## src/rtl/maf_norm_sched_if.sv

```systemverilog
// Handshake bundle for the MAF normalization-shift scheduler: operation input,
// shifter request channel and downstream result channel.
interface maf_norm_sched_if #(
  parameter int TAG_W = 4
);
  logic [2:0]       cont;
  logic             in_valid;
  logic             in_ready;
  logic [5:0]       in_lza;
  logic [5:0]       in_lza_h;
  logic [1:0]       revising;
  logic [TAG_W-1:0] in_tag;
  logic             sh_valid;
  logic             sh_ready;
  logic             sh_lane;
  logic [5:0]       sh_amt;
  logic             out_valid;
  logic             out_ready;
  logic [5:0]       out_amt;
  logic [5:0]       out_amt_h;
  logic             out_dual;
  logic [1:0]       out_clamp;
  logic [TAG_W-1:0] out_tag;

  modport slave (
    input  cont, in_valid, in_lza, in_lza_h, revising, in_tag, sh_ready, out_ready,
    output in_ready, sh_valid, sh_lane, sh_amt,
    output out_valid, out_amt, out_amt_h, out_dual, out_clamp, out_tag
  );

  modport master (
    output cont, in_valid, in_lza, in_lza_h, revising, in_tag, sh_ready, out_ready,
    input  in_ready, sh_valid, sh_lane, sh_amt,
    input  out_valid, out_amt, out_amt_h, out_dual, out_clamp, out_tag
  );
endinterface

```

## src/rtl/maf_norm_sched.sv

```systemverilog
// Corrects leading-one shift predictions per lane and time-shares the single
// normalization shifter: one pass in single-lane mode, two passes in dual mode.
module maf_norm_sched #(
  parameter int TAG_W = 4
) (
  input  logic              clk,
  input  logic              rst,
  maf_norm_sched_if.slave   bus
);

  typedef enum logic [1:0] {
    S_IDLE     = 2'd0,
    S_ISSUE_LO = 2'd1,
    S_ISSUE_HI = 2'd2,
    S_DONE     = 2'd3
  } state_t;

  state_t           state_q, state_d;
  logic             dual_q, dual_d;
  logic [5:0]       amt0_q, amt0_d;
  logic [5:0]       amt1_q, amt1_d;
  logic [1:0]       clamp_q, clamp_d;
  logic [TAG_W-1:0] tag_q, tag_d;

  logic             in_ready_s;
  logic             sh_valid_s;
  logic             sh_lane_s;
  logic [5:0]       sh_amt_s;
  logic             out_valid_s;
  logic             accept_s;

  logic             dual_in_s;
  logic [5:0]       lim_s;
  logic [6:0]       sum0_s, sum1_s;
  logic             clamp0_in_s, clamp1_in_s;
  logic [5:0]       amt0_in_s, amt1_in_s;

  // Correction: 7-bit sums so the +1 from the revising bit never wraps before saturation.
  always_comb begin
    dual_in_s   = (bus.cont != 3'b000) && (bus.cont != 3'b010);
    lim_s       = dual_in_s ? 6'd27 : 6'd55;
    sum0_s      = {1'b0, bus.in_lza} + {6'd0, bus.revising[0]};
    sum1_s      = {1'b0, bus.in_lza_h} + {6'd0, bus.revising[1]};
    clamp0_in_s = (sum0_s > {1'b0, lim_s});
    amt0_in_s   = clamp0_in_s ? lim_s : sum0_s[5:0];
    if (dual_in_s) begin
      clamp1_in_s = (sum1_s > 7'd27);
      amt1_in_s   = clamp1_in_s ? 6'd27 : sum1_s[5:0];
    end else begin
      clamp1_in_s = 1'b0;
      amt1_in_s   = 6'd0;
    end
  end

  assign accept_s = bus.in_valid && in_ready_s;

  // State and operation registers.
  always_ff @(posedge clk or posedge rst) begin
    if (rst) begin
      state_q <= S_IDLE;
      dual_q  <= 1'b0;
      amt0_q  <= 6'd0;
      amt1_q  <= 6'd0;
      clamp_q <= 2'b00;
      tag_q   <= '0;
    end else begin
      state_q <= state_d;
      dual_q  <= dual_d;
      amt0_q  <= amt0_d;
      amt1_q  <= amt1_d;
      clamp_q <= clamp_d;
      tag_q   <= tag_d;
    end
  end

  // Next-state and operation capture.
  always_comb begin
    state_d = state_q;
    dual_d  = dual_q;
    amt0_d  = amt0_q;
    amt1_d  = amt1_q;
    clamp_d = clamp_q;
    tag_d   = tag_q;
    case (state_q)
      S_IDLE: begin
        if (accept_s) begin
          state_d = S_ISSUE_LO;
        end else begin
          state_d = S_IDLE;
        end
      end
      S_ISSUE_LO: begin
        if (bus.sh_ready) begin
          state_d = dual_q ? S_ISSUE_HI : S_DONE;
        end else begin
          state_d = S_ISSUE_LO;
        end
      end
      S_ISSUE_HI: begin
        if (bus.sh_ready) begin
          state_d = S_DONE;
        end else begin
          state_d = S_ISSUE_HI;
        end
      end
      S_DONE: begin
        if (bus.out_ready) begin
          state_d = bus.in_valid ? S_ISSUE_LO : S_IDLE;
        end else begin
          state_d = S_DONE;
        end
      end
      default: state_d = S_IDLE;
    endcase
    if (accept_s) begin
      dual_d  = dual_in_s;
      amt0_d  = amt0_in_s;
      amt1_d  = amt1_in_s;
      clamp_d = {clamp1_in_s, clamp0_in_s};
      tag_d   = bus.in_tag;
    end else begin
      tag_d   = tag_q;
    end
  end

  // Handshake outputs decoded from the registered state.
  always_comb begin
    in_ready_s  = 1'b0;
    sh_valid_s  = 1'b0;
    sh_lane_s   = 1'b0;
    sh_amt_s    = 6'd0;
    out_valid_s = 1'b0;
    case (state_q)
      S_IDLE:     in_ready_s = 1'b1;
      S_ISSUE_LO: begin
        sh_valid_s = 1'b1;
        sh_amt_s   = amt0_q;
      end
      S_ISSUE_HI: begin
        sh_valid_s = 1'b1;
        sh_lane_s  = 1'b1;
        sh_amt_s   = amt1_q;
      end
      S_DONE: begin
        out_valid_s = 1'b1;
        in_ready_s  = bus.out_ready;
      end
      default: in_ready_s = 1'b0;
    endcase
  end

  assign bus.in_ready  = in_ready_s;
  assign bus.sh_valid  = sh_valid_s;
  assign bus.sh_lane   = sh_lane_s;
  assign bus.sh_amt    = sh_amt_s;
  assign bus.out_valid = out_valid_s;
  assign bus.out_amt   = amt0_q;
  assign bus.out_amt_h = amt1_q;
  assign bus.out_dual  = dual_q;
  assign bus.out_clamp = clamp_q;
  assign bus.out_tag   = tag_q;

endmodule

```

## src/flat_wrapper.sv

```systemverilog
// flat-port wrapper written by rule: the top's interface ports become plain ports
module maf_norm_sched_flat 
#(
  parameter int TAG_W = 4
)
  (clk, rst, bus_cont, bus_in_valid, bus_in_lza, bus_in_lza_h, bus_revising, bus_in_tag, bus_sh_ready, bus_out_ready, bus_in_ready, bus_sh_valid, bus_sh_lane, bus_sh_amt, bus_out_valid, bus_out_amt, bus_out_amt_h, bus_out_dual, bus_out_clamp, bus_out_tag);
  maf_norm_sched_if #(.TAG_W(TAG_W)) bus_i ();
  input  logic clk;
  input  logic rst;
  input wire logic [$bits(bus_i.cont)-1:0] bus_cont;
  input wire logic [$bits(bus_i.in_valid)-1:0] bus_in_valid;
  input wire logic [$bits(bus_i.in_lza)-1:0] bus_in_lza;
  input wire logic [$bits(bus_i.in_lza_h)-1:0] bus_in_lza_h;
  input wire logic [$bits(bus_i.revising)-1:0] bus_revising;
  input wire logic [$bits(bus_i.in_tag)-1:0] bus_in_tag;
  input wire logic [$bits(bus_i.sh_ready)-1:0] bus_sh_ready;
  input wire logic [$bits(bus_i.out_ready)-1:0] bus_out_ready;
  output wire logic [$bits(bus_i.in_ready)-1:0] bus_in_ready;
  output wire logic [$bits(bus_i.sh_valid)-1:0] bus_sh_valid;
  output wire logic [$bits(bus_i.sh_lane)-1:0] bus_sh_lane;
  output wire logic [$bits(bus_i.sh_amt)-1:0] bus_sh_amt;
  output wire logic [$bits(bus_i.out_valid)-1:0] bus_out_valid;
  output wire logic [$bits(bus_i.out_amt)-1:0] bus_out_amt;
  output wire logic [$bits(bus_i.out_amt_h)-1:0] bus_out_amt_h;
  output wire logic [$bits(bus_i.out_dual)-1:0] bus_out_dual;
  output wire logic [$bits(bus_i.out_clamp)-1:0] bus_out_clamp;
  output wire logic [$bits(bus_i.out_tag)-1:0] bus_out_tag;
  assign bus_i.cont = bus_cont;
  assign bus_i.in_valid = bus_in_valid;
  assign bus_i.in_lza = bus_in_lza;
  assign bus_i.in_lza_h = bus_in_lza_h;
  assign bus_i.revising = bus_revising;
  assign bus_i.in_tag = bus_in_tag;
  assign bus_i.sh_ready = bus_sh_ready;
  assign bus_i.out_ready = bus_out_ready;
  assign bus_in_ready = bus_i.in_ready;
  assign bus_sh_valid = bus_i.sh_valid;
  assign bus_sh_lane = bus_i.sh_lane;
  assign bus_sh_amt = bus_i.sh_amt;
  assign bus_out_valid = bus_i.out_valid;
  assign bus_out_amt = bus_i.out_amt;
  assign bus_out_amt_h = bus_i.out_amt_h;
  assign bus_out_dual = bus_i.out_dual;
  assign bus_out_clamp = bus_i.out_clamp;
  assign bus_out_tag = bus_i.out_tag;
  maf_norm_sched #(.TAG_W(TAG_W)) u_core (.clk(clk), .rst(rst), .bus(bus_i));
endmodule
```

## config.mk

```make
export PLATFORM = sky130hd
export DESIGN_NAME = maf_norm_sched_flat
export DESIGN_NICKNAME = d
export VERILOG_FILES = /design/src/rtl/maf_norm_sched_if.sv /design/src/rtl/maf_norm_sched.sv /design/src/flat_wrapper.sv
export SDC_FILE = /design/constraint.sdc
export NUM_CORES = 1
export LEC_CHECK = 0
export ABC_AREA = 1
export CELL_PAD_IN_SITES_DETAIL_PLACEMENT = 1
export CELL_PAD_IN_SITES_GLOBAL_PLACEMENT = 2
export CORE_AREA = 2 2 81 83
export CTS_CLUSTER_SIZE = 40
export DETAILED_ROUTE_END_ITERATION = 7
export DIE_AREA = 0 0 83 85
export PLACE_DENSITY_LB_ADDON = 0.1
export SETUP_SLACK_MARGIN = 0.02
export SLEW_MARGIN = 20
export SYNTH_ARGS = -nofsm -noshare
export SYNTH_HDL_FRONTEND = slang
export SYNTH_SLANG_ARGS = --single-unit
```

## constraint.sdc

```tcl
create_clock -name clk -period 1.8 [get_ports clk]
set_clock_uncertainty 0.05 [all_clocks]
set_input_delay 0.18 -clock clk [delete_from_list [all_inputs] [get_ports clk]]
set_output_delay 0.18 -clock clk [all_outputs]
set_load 0.01 [all_outputs]
```

==> impl_metrics.ini <==
[pwr]
p_comb_frac = 0.649
p_int_mw = 1.95
p_seq_frac = 0.257
pwr_density_cell_nw_per_um2 = 1390
switching_power_mw = 1.37
max-vdd-ir-drop_mv = 0.587
clock_power_share = 0.094
leakagePower_nw = 1.15
swShare = 0.413

[placed_design]
dp_slack_ns = -0.635
dp_hpwl_mm = 3.40
place.gp.congestion = 0.683
io_buffer_count = 53
dpl-instance-area_sq_um = 2210
dp_cells = 324

[clock_network]
cts_max_path_buffers = 2
cts_root_buffer = clkbuf_8
cts_buffers = 3
worstSkewPairLatency_ns = 0.26
hold_buffers = 0
clkTransAtPathRegs_ns = 0.08
clkSinkCount = 21
htreeDepth = 1
cts_tree = yes

[floorplan]
ios = 55
fp.dieArea_sq_um = 7060
placeableCoreArea_sq_um = 6200
start_util = 0.221
die_h_um = 85
dieWidth_um = 83
rows = 29

[detailed_routing]
wl_per_cell_um = 12.5
drtPass1Iterations = 4
viasPerCell = 4.27
wl_mm = 4.19
met3_length_um = 172
top_layer_used = met4
wl_met2_mm = 2.11
ant_nets = 0
wl_met1_mm = 1.85
vias = 1427
dr.first_iter.drc_count = 23
drc_errors = 0

[logic_synthesis]
synthArstFlopShare = 1.00
synth_compound_area_frac = 0.123
synthMuxAreaShare = 0
synth_top_area_frac = 0.384
synth_nets = 210
synth-simple-area-share = 0.287
ys_seq_elements = 21
yosys.area.top_type = dfrtp_1
synth_edf_count = 0
synthTopCellsByArea = dfrtp_1, nand2_1, ha_1, inv_1, a21oi_1
seq_area_frac_synth = 0.384
synth-adder-area-share = 0.100
synth.distinct_cells = 33
synth_area_sq_um = 1370
synthXorXnorAreaFrac = 0.0320
synth.avg_cell_area_sq_um = 7.92
netlist_instances = 173
yosysWarnings = 0
synth_top_family_by_area = simple AND/OR/NAND/NOR gates
synth_ff_type = dfrtp_1

[sta]
relSlewSlack = 0.774
slew_violations = 0
hold_viol = 0
tightest_slew_ns = 0.338
setup_slack_ns = 0.0578
max_freq_ghz = 0.574
setup_viol = 0
rsz0062_at_grt = yes
post-route-period-util = 0.968
fin_crit_ns = 1.74

[layout]
layout_commonest_cell = nand2_1
drive_gt1_frac = 0.335
area_delta_synth_final_pct = 74.5
final_cell_mix = nand2_1, clkdlybuf4s50_1, buf_4
final_cell_area_sq_um = 2390
n_antenna_cell = 0
fin_cells = 334
nNetsFinal = 295

[grt]
grt_max_degree = 20
grt_use_total = 0.123
overflow = 0
grt_pass1_wl_mm = 7.16
antenna_found_initial = 0
grt_pass1_vias = 1546

[setup_path]
cp-end-kind = flip-flop
r2r_setup_slack_ns = 0.10
crit_arrival_ns = 1.85
cp_max_fo = 5
rr_worst_depth = 11
cp.required_ns = 1.91
crit_type = primary input to flip-flop
start_kind = primary input

[status]
status = finished clean

[flow_run]
cap_violations = 0

[hold_path]
min_path_type = primary input to async pin
timing repair:
action / in CTS / in global routing
setup buffers: 5 / 1
pin swaps: 9 / 13
endpoints found under the setup margin: 19 / 24
gates resized for setup: 32 / 38
layer usage:
metal,up-vias,track usage
met1,666,0.149
li1,723,-
met4,0,0.0402
met5,-,0
met3,4,0.0195
met2,34,0.224
power by group through the flow:
stage	clock [mW]	sequential [mW]	combinational, mW
detailed placement	0	0.870	1.94
finish	0.313	0.853	2.16
global placement	0	0.860	1.91
CTS	0.319	0.859	2.07
floorplan	0	0.909	0.864
global route	0.340	0.887	2.40
synthesized netlist by cell type (2+ instances only):
library cell,count
ha_1,11
o22ai_1,2
nand2_1,64
nor2_1,3
a22oi_1,3
nand3_2,2
o21ai_2,3
dfrtp_1,21
nand3_1,4
clkbuf_1,2
buf_2,3
o211ai_1,2
inv_2,6
nand2_2,2
nor2_2,2
a21oi_1,9
xor2_1,4
inv_1,15
final timing paths:
kind	start	to
min in group clk	bus_in_lza[0]	u_core.bus.out_amt[0]
worst max-delay path	bus_revising[0]	u_core.bus.out_amt[2]
max in group asynchronous	rst	u_core.bus.out_amt_h[1]
worst max register to register	u_core.state_q[0]	u_core.bus.out_amt[0]
worst min-delay path	rst	u_core.bus.out_tag[2]
worst min register to register	u_core.bus.out_tag[0]	u_core.bus.out_tag[0]
through the flow:
step / power [mW] / TNS [ns] / hold slack, ns / util
after floorplan: 1.77 / 0 / 0.107 / -
after global placement: 2.77 / -4.51 / 0.410 / 0.356
after detailed placement: 2.81 / -5.58 / 0.413 / 0.356
after CTS: 3.24 / 0 / 0.126 / 0.375
after global routing: 3.62 / -0.314 / 0.134 / 0.385
final: 3.32 / 0 / 0.117 / 0.385
registers in the layout, indices dropped and copies added (netlist names):
| register | cells |
|---|---|
| u_core.bus.out_dual | 1 |
| u_core.bus.out_amt | 6 |
| u_core.bus.out_tag | 4 |
| u_core.bus.out_clamp | 2 |
| u_core.state_q | 2 |
| u_core.bus.out_amt_h | 6 |
kinds of logic after synthesis:
group / Yosys count
AND/OR/NAND/NOR: 85
buffers and inverters: 26
AO/OA/AOI/OAI: 25
flip-flops: 21
adder cells (fa/ha/maj): 11
XOR/XNOR: 5
final cells by class:
type                            instances  area (sq um)
Fill cell                             743          3810
Multi-Input combinational cell        126           861
Timing Repair Buffer                   85           774
Sequential cell                        21           526
Tap cell                               77          96.3
Inverter                               21          87.6
Clock buffer                            3          41.3
Clock inverter                          1          5.00
worst max-delay path, stage by stage:
cell,delay (ns)
buf_6,0.08
ha_4,0.12
nand3_2,0.06
nand3b_1,0.21
xor2_2,0.21
ha_1,0.29
nand3_2,0.10
nor2_2,0.11
nand2_1,0.07
nand2_2,0.11
nand2_4,0.08
nand2_2,0.07
nand2_1,0.05
nand2_1,0.06
nand2_1,0.05
(Power assumes the default switching activity.)
